===== config.mk =====
export PLATFORM = sky130hd
export DESIGN_NAME = ht_cmd_hazard_guard
export DESIGN_NICKNAME = d
export VERILOG_FILES = /design/src/rtl/ht_cmd_hazard_guard.sv
export SDC_FILE = /design/constraint.sdc
export NUM_CORES = 1
export LEC_CHECK = 0
export BUFFER_PORTS_ARGS = -buffer_cell sky130_fd_sc_hd__buf_2
export CAP_MARGIN = 15
export CORE_UTILIZATION = 55
export CTS_BUF_LIST = sky130_fd_sc_hd__clkbuf_8
export DETAILED_ROUTE_END_ITERATION = 6
export PLACE_DENSITY_LB_ADDON = 0.08
export SYNTH_ARGS = -nofsm -noshare
export SYNTH_HDL_FRONTEND = slang
export SYNTH_SLANG_ARGS = --single-unit

===== constraint.sdc =====
create_clock -name clk_i -period 10.52 [get_ports clk_i]
set_clock_uncertainty 0.1 [all_clocks]
set_input_delay 2.104 -clock clk_i [delete_from_list [all_inputs] [get_ports clk_i]]
set_output_delay 2.104 -clock clk_i [all_outputs]
set_load 0.005 [all_outputs]

===== src/rtl/ht_cmd_hazard_guard.sv =====
// Admission guard for hash_table_top: forwards commands unchanged but holds any whose key is still in flight.
// Latency: 1 cycle from accept to cmd_out_valid (registered output stage); full throughput with distinct keys.
// Backpressure: cmd_in_ready drops on output stall, full key table, or a key hit (independent of cmd_in_valid).
module ht_cmd_hazard_guard #(
    parameter int KEY_WIDTH    = 32,
    parameter int VALUE_WIDTH  = 16,
    parameter int OPCODE_WIDTH = 2,
    parameter int MAX_INFLIGHT = 8
) (
    input  logic                                clk_i,
    input  logic                                rst_i,
    input  logic                                cmd_in_valid,
    output logic                                cmd_in_ready,
    input  logic [KEY_WIDTH-1:0]                cmd_in_key,
    input  logic [VALUE_WIDTH-1:0]              cmd_in_value,
    input  logic [OPCODE_WIDTH-1:0]             cmd_in_opcode,
    output logic                                cmd_out_valid,
    input  logic                                cmd_out_ready,
    output logic [KEY_WIDTH-1:0]                cmd_out_key,
    output logic [VALUE_WIDTH-1:0]              cmd_out_value,
    output logic [OPCODE_WIDTH-1:0]             cmd_out_opcode,
    input  logic                                res_tap_valid,
    input  logic [KEY_WIDTH-1:0]                res_tap_key,
    output logic [$clog2(MAX_INFLIGHT+1)-1:0]   inflight_cnt_o,
    output logic                                hazard_stall_o,
    output logic                                orphan_o
);

    localparam int CNT_W = $clog2(MAX_INFLIGHT + 1);
    localparam logic [CNT_W-1:0] MAX_CNT = CNT_W'(MAX_INFLIGHT);

    // In-flight key table
    logic [MAX_INFLIGHT-1:0] vld_q;
    logic [KEY_WIDTH-1:0]    key_q [MAX_INFLIGHT];

    // Output stage
    logic                    out_vld_q;
    logic [KEY_WIDTH-1:0]    out_key_q;
    logic [VALUE_WIDTH-1:0]  out_val_q;
    logic [OPCODE_WIDTH-1:0] out_op_q;

    logic [CNT_W-1:0]        cnt_q, cnt_d;
    logic                    orphan_q;

    logic                    hit;
    logic [MAX_INFLIGHT-1:0] ret_hit;
    logic [MAX_INFLIGHT-1:0] alloc_oh;
    logic                    alloc_taken;
    logic                    out_free;
    logic                    accept;
    logic                    ret_match;

    // Key lookups against registered table: request hit, retire match, lowest free slot.
    // The free-slot search uses registered valid bits, so a slot retiring this cycle is never reallocated in the same cycle.
    always_comb begin
        hit         = 1'b0;
        ret_hit     = '0;
        alloc_oh    = '0;
        alloc_taken = 1'b0;
        for (int i = 0; i < MAX_INFLIGHT; i++) begin
            if (vld_q[i] && (key_q[i] == cmd_in_key)) begin
                hit = 1'b1;
            end
            if (vld_q[i] && (key_q[i] == res_tap_key)) begin
                ret_hit[i] = 1'b1;
            end
            if (!vld_q[i] && !alloc_taken) begin
                alloc_oh[i] = 1'b1;
                alloc_taken = 1'b1;
            end
        end
    end

    assign out_free     = !out_vld_q || cmd_out_ready;
    assign cmd_in_ready = !rst_i && out_free && (cnt_q < MAX_CNT) && !hit;
    assign accept       = cmd_in_valid && cmd_in_ready;
    assign ret_match    = res_tap_valid && (|ret_hit);

    // Accept and matched retire in the same cycle cancel out.
    always_comb begin
        cnt_d = cnt_q + {{(CNT_W-1){1'b0}}, accept} - {{(CNT_W-1){1'b0}}, ret_match};
    end

    // Table update: allocate on accept, clear matched entry on retire (never the same slot).
    always_ff @(posedge clk_i or posedge rst_i) begin
        if (rst_i) begin
            vld_q <= '0;
            for (int i = 0; i < MAX_INFLIGHT; i++) begin
                key_q[i] <= '0;
            end
        end else begin
            for (int i = 0; i < MAX_INFLIGHT; i++) begin
                if (accept && alloc_oh[i]) begin
                    vld_q[i] <= 1'b1;
                    key_q[i] <= cmd_in_key;
                end else if (res_tap_valid && ret_hit[i]) begin
                    vld_q[i] <= 1'b0;
                end
            end
        end
    end

    // Output register: load on accept, empty when drained, hold fields under backpressure.
    always_ff @(posedge clk_i or posedge rst_i) begin
        if (rst_i) begin
            out_vld_q <= 1'b0;
            out_key_q <= '0;
            out_val_q <= '0;
            out_op_q  <= '0;
        end else if (accept) begin
            out_vld_q <= 1'b1;
            out_key_q <= cmd_in_key;
            out_val_q <= cmd_in_value;
            out_op_q  <= cmd_in_opcode;
        end else if (cmd_out_ready) begin
            out_vld_q <= 1'b0;
        end
    end

    // Occupancy counter and one-cycle orphan pulse for retires that matched nothing.
    always_ff @(posedge clk_i or posedge rst_i) begin
        if (rst_i) begin
            cnt_q    <= '0;
            orphan_q <= 1'b0;
        end else begin
            cnt_q    <= cnt_d;
            orphan_q <= res_tap_valid && !(|ret_hit);
        end
    end

    assign cmd_out_valid  = out_vld_q;
    assign cmd_out_key    = out_key_q;
    assign cmd_out_value  = out_val_q;
    assign cmd_out_opcode = out_op_q;
    assign inflight_cnt_o = cnt_q;
    assign hazard_stall_o = cmd_in_valid && hit;
    assign orphan_o       = orphan_q;

endmodule


# == Yosys cells after proc, flatten, opt, wreduce, memory -nomap -nowiden ==
# Index checks and enable logic that the tools add are counted.
# classes
add_sub_neg,2
mul,0
div,0
n_lt_le_gt_ge,1
eq_ne,16
shift,0
n_mux,48
n_bitwise,0
n_reduce_logical,74
# ops
cell,n
$eq 32x32->1,16
$mux 1,48
$logic_and 1x1->1,46
$reduce_bool 2->1,9
$logic_not 1->1,17
$reduce_or 8->1,1
$add 4x1->4,1
$lt 4x4->1 const B,1
$sub 4x1->4,1
$logic_or 1x1->1,1
# totals
regBits,320
latchBits,0
ram_bits,0
mem_bits_ro,0
in_bits,87
out_inout_bits,58
elab_cells,163
n_memories,0

# == Longest topological paths before layout ==
# depth
depth_word,23
mapped_depth,18

# == Least setup slack after synthesis ==
# No wires, ideal clock.
# synth_path
path_kind,input to output
startpoint,input port cmd_in_key[25]
endpoint,output port cmd_in_ready
arrival_time_ps,3727
required_ps,8316
path_slack_ps,4589
stages,9
path_buffers,2
cell_sequence,buf_4 -> xor2_1 -> nor4_1 -> nand4_1 -> nor3_1 -> or4_1 -> or2_1 -> buf_2 -> nor3_1
# synth_between
elab_chain_len,12
elab_cells_between_ends,26
# synth_rtl
item,line_no,text
"start, declared",14,"input logic [KEY_WIDTH-1:0] cmd_in_key,"
$eq 32x32->1,61,if (vld_q[i] && (key_q[i] == cmd_in_key)) begin
$logic_and 1x1->1,61,
$mux 1 (7 in series),61,
$mux 1 (*),61,
$logic_not 1->1 (*),75,assign cmd_in_ready = !rst_i && out_free && (cnt_q < MAX_CNT) && !hit;
$logic_and 1x1->1 (*),75,
"end, declared",13,"output logic cmd_in_ready,"
# Mark *: on every way between the ends. The rest lies on a longest branch, timed or not.

# == Worst setup path in the final report ==
# layout_path
startpoint,input port cmd_in_key[18]
endpoint,output port hazard_stall_o
# layout_between
elab_chain_len,11
elab_cells_between_ends,25
# layout_rtl
item,line_no,text
$eq 32x32->1,61,
$logic_and 1x1->1,61,
$mux 1 (7 in series),61,
$mux 1 (*),61,
$logic_and 1x1->1 (*),136,assign hazard_stall_o = cmd_in_valid && hit;
"end, declared",25,"output logic hazard_stall_o,"
# Marked as above.

==> metrics.md <==
| Metric | Value |
|---|---|
| Worst R2R Setup Slack | 5.91 ns |
| Pwr Density | 284.5 nW/µm² |
| Clk Tree Root Cell | clkbuf_8 |
| Clock sinks | 320 |
| DRC | 0 |
| Core ar. | 32620 µm² |
| Final Non-Filler Cells | 2105 |
| Type of the worst setup path | primary input to output port |
| Worst-Margin Slew | 1.211 ns |
| Max-Cap Viols | 0 |
| Synth warn | 0 |
| Req. time, crit path | 8.32 ns |
| Total gr overflow | 0 |
| CTS tree | done |
| Storage cell area | 8008 µm² |
| F_max | 132.4 MHz |
| Die area | 34040 µm² |
| H-Tree Depth | 2 |
| Pleak | 9.150 nW |
| Crit Path Max Fanout | 17 |
| Clock Pin Slew Worst Setup and Hold Paths | 0.06 ns |
| Die W | 184.5 µm |
| Total power | 5.777 mW |
| Worst setup SP type | primary input |
| Initial DRC Count | 1423 |
| Hold Path Depth | 1 |
| Layout cells sized above 1 | 32.31% |
| Multi-input gate area | 9602 µm² |
| PortBufs | 144 |
| Drt wl/cell | 31.98 µm |
| Fin. Hold Viols | 0 |
| Syn Area/Cell | 11.98 µm² |
| Placed Instances | 2002 |
| Vias per cell | 6.184 |
| Mapped cell area | 18320 µm² |
| Min-delay src | cmd_out_key[18] |
| Slowest stage delay, CP | 0.67 ns |
| Worst-path cell chain | buf_2, xor2_1, nor4_1, nand4_1, nor4_1, or4_1, or2_1, and2_1, buf_2 |
| Yosys cell types | 39 |
| Nets | 1710 |
| Rel. slew slack | 18.52% |
| Die Height | 184.5 µm |
| R2R Path End | key_q[31] |
| WP data arrival | 5.35 ns |
| Post-Synthesis Cells | 1529 |
| Reg2Reg Depth | 9 |
| Status | finished clean |
| Area delta synth->final | 10.87% |
| Fillers | 2659 |
| Peak supply drop | 0.1615 mV |
| Setup bufs post-CTS | 0 |
| Synth Register Bits | 320 |
| Leading area contributor after synthesis | dfrtp_1 |
| Antenna violations before repair | 1 |
| CTS buffer count | 56 |
| # hold bufs at CTS | 0 |
| Setup TNS | 0 ns |
| Most common cell after layout, fill and taps aside | dfrtp_1 |
| Final WL | 67320 µm |
| Reg2reg start | key_q[222] |
| DR vias | 13020 |
| Commonest cells after routing, fill and taps aside | 320 x dfrtp_1, 285 x xor2_1, 249 x mux2_2 |
| Top cell type's share of synthesized area | 43.72% |
| Drt pass-1 iters | 5 |
| Top Ports | 145 |
| Max Slew Vio Count | 0 |
| Endpoints failing setup | 0 |
| Largest net degree at the start of global routing | 154 |
| Resized Gates After CTS | 0 |
| Top post-synthesis cells by area | dfrtp_1 44%, mux2_2 15%, xor2_1 14%, xnor2_1 11%, nor4_1 2.7% |
| CP Capture Type | output port |
| Global-route wire length before repair | 94450 µm |
| Site Rows | 66 |
| Dpl hpwl | 47880 µm |
| Syn nets | 1621 |
| Initial Util | 56.16% |
| Seq/Total Area, Yosys | 43.72% |
| RSZ-0062 raised after global routing | false |
| Routed Antenna Nets | 0 |
| Hold path endpoint | cmd_out_key[18] |
| CTS max path bufs | 3 |
| Hold Crit Class | flop to flop |
| Final min period | 7.550 ns |
| Total track usage | 40.45% |
| Period utilization | 71.77% |
| Number of global-route vias before repair | 12610 |
| GP Congestion | 1.012 |
| Critical-path top delay cell | or2_1 |
| Worst-Skew Late Latency | 0.67 ns |
## critical path: cells and delay by family
| kind | cells | cell delay [ns] |
|---|---|---|
| and+or+nand+nor | 6 | 2.49 |
| buffers and inverters | 2 | 0.58 |
| xor gates and xnor gates | 1 | 0.14 |
## sequential cells by signal, indices dropped and copies added (netlist names)
signal	flops
key_q	256
cmd_out_key	32
cmd_out_value	16
vld_q	8
inflight_cnt_o	4
cmd_out_opcode	2
cmd_out_valid	1
orphan_o	1
## metrics by stage
| step | instance area [µm²] | util (%) | hold WS [ns] | setup slack (ns) |
|---|---|---|---|---|
| floorplan | 18320 | - | 0.3770 | 4.049 |
| detailed placement | 19080 | 58.50 | 0.3903 | 3.051 |
| global placement | 19080 | 58.50 | 0.3846 | 3.008 |
| global route | 20310 | 62.25 | 0.4102 | 2.922 |
| finish | 20310 | 62.26 | 0.3997 | 2.970 |
| CTS | 20310 | 62.25 | 0.4041 | 3.044 |
## Yosys cell counts
master,n
nand4bb_1,1
nand3_1,21
nor3_1,19
and3_1,1
a21o_1,2
xor2_1,285
nor4_1,80
o22a_1,1
mux2_4,29
a22oi_1,2
inv_1,17
and2_1,2
buf_6,5
fa_1,1
o22ai_1,2
mux2_1,28
o21ai_0,1
nor2_2,1
nand4_1,65
clkbuf_1,52
o2111ai_1,1
buf_1,3
nor3_2,3
buf_2,37
nand2b_1,3
a21oi_1,1
buf_4,32
nand2_1,13
a2bb2oi_1,4
or2_2,3
or2_1,1
nor2b_1,1
xnor2_1,225
or4_1,5
nor4_4,1
ha_1,4
mux2_2,249
dfrtp_1,320
nor2_1,8
## power by group
group	internal, mW	total, mW	leakage (nW)	switching (mW)
clock	0.706	1.26	0.698	0.554
sequential	1.78	2.43	4.04	0.660
combinational	1.05	2.08	4.41	1.04
## worst max path at each step
stage	slack [ns]	end	startpoint	cells after the start
6_report	2.97	hazard_stall_o	cmd_in_key[18]	9
5_1_grt	2.92	hazard_stall_o	cmd_in_key[18]	9
4_1_cts	3.04	hazard_stall_o	cmd_in_key[18]	9
3_5_place_dp	3.05	hazard_stall_o	cmd_in_key[18]	9
3_3_place_gp	3.01	hazard_stall_o	cmd_in_key[18]	9
2_1_floorplan	4.05	cmd_out_key[0]	rst_i	1
## cell families (layout without fill, tap and decap cells)
logic type      after synthesis  after routing  synth area share [%]
xor+xnor                    510            510                 24.39
fa+ha+maj                     5              5                0.3825
compound gates               14             14                0.5737
buf+inv                     146            279                 4.105
simple gates                228            228                 7.432
mux                         306            306                 19.41
flops                       320            320                 43.72
other cells                   0              1                     0
## area by class of cell
type | count | share of cell area, %
well taps | 442 | 2.723
inverters | 17 | 0.3327
repair buffers | 160 | 4.202
diodes | 1 | 0.01232
clock inverters | 27 | 0.9365
multi-input cells | 1063 | 47.28
clock buffers | 75 | 5.083
flip-flops and latches | 320 | 39.43
## metal layers
| metal | share of wire, % | wire length [µm] | global-route usage [%] |
|---|---|---|---|
| met5 | 0 | 0 | 0 |
| met4 | 3.5 | 2385 | 14.97 |
| met3 | 9.9 | 6663 | 9.978 |
| met2 | 41 | 27870 | 55.80 |
| met1 | 45 | 30400 | 60.64 |
Power figures use the tool's default switching activity.
